==> config.mk <==
export PLATFORM = sky130hd
export DESIGN_NAME = regfile
export DESIGN_NICKNAME = d
export VERILOG_FILES = /design/src/rtl/regfile.sv
export SDC_FILE = /design/constraint.sdc
export NUM_CORES = 1
export LEC_CHECK = 0
export BUFFER_PORTS_ARGS = -buffer_cell sky130_fd_sc_hd__buf_2
export CORE_MARGIN = 2
export CORE_UTILIZATION = 45
export DETAILED_ROUTE_END_ITERATION = 10
export GPL_TIMING_DRIVEN = 0
export PLACE_DENSITY_LB_ADDON = 0.1
export SLEW_MARGIN = 25
export SYNTH_ARGS = -nofsm -noshare
export SYNTH_HDL_FRONTEND = slang
export SYNTH_SLANG_ARGS = --single-unit
export TNS_END_PERCENT = 1
==> constraint.sdc <==
create_clock -name I_clk -period 5.5 [get_ports I_clk]
set_input_delay 0.275 -clock I_clk [delete_from_list [all_inputs] [get_ports I_clk]]
set_output_delay 0.275 -clock I_clk [all_outputs]
set_load 0.01 [all_outputs]
==> src/rtl/regfile.sv <==
// regfile: 8 x 16-bit register file, two registered read ports, one write port.
// Ports: I_clk, I_rst (async, active-high), I_en gates all activity, I_we
//   write enable, I_selA/I_selB read indices, I_selD/I_dataD write port,
//   O_dataA/O_dataB registered read data.
// Define REGFILE_BYPASS_EN to forward write data to a read port on the same
//   edge. Without it, a read of the register being written returns old data.
module regfile (
  input  logic        I_clk,
  input  logic        I_rst,
  input  logic        I_en,
  input  logic        I_we,
  input  logic [2:0]  I_selA,
  input  logic [2:0]  I_selB,
  input  logic [2:0]  I_selD,
  input  logic [15:0] I_dataD,
  output logic [15:0] O_dataA,
  output logic [15:0] O_dataB
);

  logic [15:0] regs_q [8];
  logic [15:0] regs_d [8];
  logic [15:0] data_a_q, data_a_d;
  logic [15:0] data_b_q, data_b_d;

  always_comb begin
    regs_d   = regs_q;
    data_a_d = data_a_q;
    data_b_d = data_b_q;
    if (I_en) begin
      data_a_d = regs_q[I_selA];
      data_b_d = regs_q[I_selB];
`ifdef REGFILE_BYPASS_EN
      // Write-through: the port sees this edge's write data.
      if (I_we && (I_selA == I_selD)) data_a_d = I_dataD;
      if (I_we && (I_selB == I_selD)) data_b_d = I_dataD;
`endif
      if (I_we) regs_d[I_selD] = I_dataD;
    end
  end

  always_ff @(posedge I_clk or posedge I_rst) begin
    if (I_rst) begin
      for (int i = 0; i < 8; i++) regs_q[i] <= 16'h0000;
      data_a_q <= 16'h0000;
      data_b_q <= 16'h0000;
    end else begin
      regs_q   <= regs_d;
      data_a_q <= data_a_d;
      data_b_q <= data_b_d;
    end
  end

  assign O_dataA = data_a_q;
  assign O_dataB = data_b_q;

endmodule

==> key figures <==
GRT
  – Total grt overflow: 0
  – First-pass GRT wire length: 39.7 mm
  – Initial antenna violation count: 0
  – Largest net degree at the start of global routing: 92
  – Vias in the first global route: 6404
  – Gr usage total: 27.7%

STA
  – Fin crit period: 2.07 ns
  – Final-report max-slew violation count: 0
  – Tightest Pin Transition: 1.06 ns
  – Final setup vio count: 0
  – Period utilization: 37.7%
  – Max-slew headroom: 29.6%
  – Clock Skews: 0.00771 ns
  – Final hold slack: 0.196 ns
  – Setup_tns: 0 ns
  – Final hold violations: 0
  – Final setup margin: 3.43 ns
  – RSZ-0062 raised after global routing: false
  – FMAX: 0.482 GHz

Routing
  – Routed WL per cell: 27.2 um
  – Total wire length: 26.3 mm
  – Detailed-route via count: 5924
  – Drt pass-1 iters: 5
  – DR iter-0 viols: 482
  – Antenna Nets Post-Route: 0
  – DR vias/cell: 6.13
  – DRC: 0

Synthesis
  – Ranking of synthesized cells by area: dfrtp_1 48%, mux2_2 16%, mux2i_1 12%
  – Synth Area in Simple Gates: 8.34%
  – Synth Area in Adders: 0%
  – Mux share of post-synthesis cell area: 29.6%
  – Synth Register Bits: 160
  – Cells after synthesis: 649
  – Cell variety after synth: 23
  – Post-synthesis xor/xnor area fraction: 0%
  – Top cell type's share of synthesized area: 48.5%
  – Main combinational cell family by area after synthesis: multiplexers
  – Net count after synthesis: 678
  – Synth Area in Compound Gates: 10.2%
  – Mean post-synth cell area: 12.7 um2
  – Register area share after synthesis: 48.5%
  – Synthesis Warnings: 0
  – Area leader, netlist: dfrtp_1
  – Combined area of all synthesized cells: 0.00826 mm2

Floorplanning
  – Core region area: 0.0180 mm2
  – Die ar.: 0.0195 mm2
  – # IOs: 61
  – FP Rows: 49
  – Die X: 139 um
  – Chip height: 139 um
  – Initial Utilization: 46.0%

Clocking
  – CTS tree: yes
  – Clock root buffer: clkbuf_16
  – Clock Path Buffers: 2
  – Clk slew on worst S/H paths: 0.06 ns
  – Num CTS Buffers: 17
  – Cts repair resizes: 0
  – H-tree depth: 4
  – # clock sinks: 160
  – Clock insertion delay at the later pin of the skew report: 0.42 ns

Placed design
  – Place WS: 3.08 ns
  – Dpl hpwl: 16.5 mm
  – Number of port buffers: 54
  – Routability cong.: 0.809
  – Placed Area: 0.00888 mm2
  – Cells after DPL: 934

Critical path
  – WP data required: 5.81 ns
  – Worst Path Arrival: 2.38 ns
  – Critical Path Start: I_selB[1]
  – WS Path Type: input port to flip-flop
  – Setup crit start kind: input port
  – Worst Setup EP: O_dataB[4]$_DFFE_PP0P_
  – Reg2Reg Depth: 3
  – Worst r2r src: regs_q[52]$_DFFE_PP0P_
  – Reg-to-reg endpoint: O_dataB[4]$_DFFE_PP0P_
  – R2r setup slk: 4.33 ns
  – Crit path max fanout: 10
  – CP Capture Type: flip-flop

Outcome
  – Status: finished, final reports clean

Cells and area
  – Fin util: 52.6%
  – Commonest non-fill, non-tap cell in the layout: dfrtp_1
  – Final instance area: 0.00946 mm2
  – ANT cells: 0
  – Layout Cells excl Fill: 967
  – Synth-to-Final Area Change: 14.5%
  – Layout fillers: 1579
  – Layout cells sized above 1: 35.0%
  – NumNets Final: 754
  – Most frequent cells in the layout: 160 x dfrtp_1, 117 x mux2_2, 96 x mux2i_1, 85 x buf_2, 66 x nor2b_1

Pwr
  – P per Cell Area: 374 mW/mm2
  – Peak VDD IR: 210 uV
  – Static Leak: 4.46 nW
  – Pwr Total: 3.54 mW

Worst hold path
  – Hold Path Cell Cnt: 2
  – Worst min path class: input port to flip-flop

Flow run
  – Max-cap violations: 0
synth_stat cells:
library cell	instances
buf_1	3
nand3b_4	1
buf_4	3
clkbuf_1	13
nand2_1	1
buf_12	1
nand3_2	1
a211o_1	32
or3_1	2
buf_2	31
mux2i_1	96
nor2b_1	66
dfrtp_1	160
nand2b_1	4
nand3_1	32
mux2_4	11
mux2_2	117
nor2_1	2
a22oi_1	32
inv_1	1
nor2_2	6
a41o_1	32
buf_6	2
layout make-up:
class | instances | area [um2] | share of cell area [%]
well taps | 229 | 287 | 3.03
inverters | 1 | 11.3 | 0.119
clock buffers | 22 | 454 | 4.80
multi-input cells | 435 | 3970 | 42.0
plain buffers | 53 | 280 | 2.96
clock inverters | 10 | 111 | 1.18
repair buffers | 57 | 335 | 3.55
flip-flops and latches | 160 | 4000 | 42.3
worst max-delay path, stage by stage:
cell and delay [ns]:
buf_2 0.19, nor2_1 0.71, clkbuf_1 0.72, a22oi_1 0.21
a41o_1 0.28
power by group:
part / leakage [nW] / total [mW] / internal, mW / switching [mW]
combinational: 2.22 / 0.746 / 0.404 / 0.342
clock: 0.270 / 1.16 / 0.679 / 0.483
sequential: 1.97 / 1.63 / 1.44 / 0.190
total: 4.46 / 3.54 / 2.52 / 1.01
worst min-delay path by stage:
stage / start / end / slack (ns)
final: I_dataD[13] / regs_q[13]$_DFFE_PP0P_ / 0.20
after global routing: I_dataD[5] / regs_q[53]$_DFFE_PP0P_ / 0.20
after CTS: I_dataD[5] / regs_q[53]$_DFFE_PP0P_ / 0.19
after detailed placement: I_rst / regs_q[75]$_DFFE_PP0P_ / 0.20
after global placement: regs_q[62]$_DFFE_PP0P_ / regs_q[62]$_DFFE_PP0P_ / 0.49
after floorplan: I_dataD[0] / regs_q[112]$_DFFE_PP0P_ / 0.42
metal layers:
metal	global-route usage, %	vias up	share of wire (%)
met5	0	-	0
met3	4.09	47	4.7
met4	10.2	0	2.5
met2	45.0	200	48
li1	-	2583	-
met1	38.0	3094	45
registers in the layout, summed over array words and instances, names as in the netlist:
register and count:
O_dataB 16, regs_q 128, O_dataA 16
repair_timing:
action	CTS	global route
hold endpoints to repair	13	0
setup buffers	0	0
hold buffers	1	0
endpoints found under the setup margin	0	0
cells by family after synthesis:
group                  after synthesis
AOI/OAI and AO/OA                   96
buffers and inverters               54
DFF                                160
muxes                              224
and+or+nand+nor                    115
Note: power is estimated with default switching activity, not from simulation.
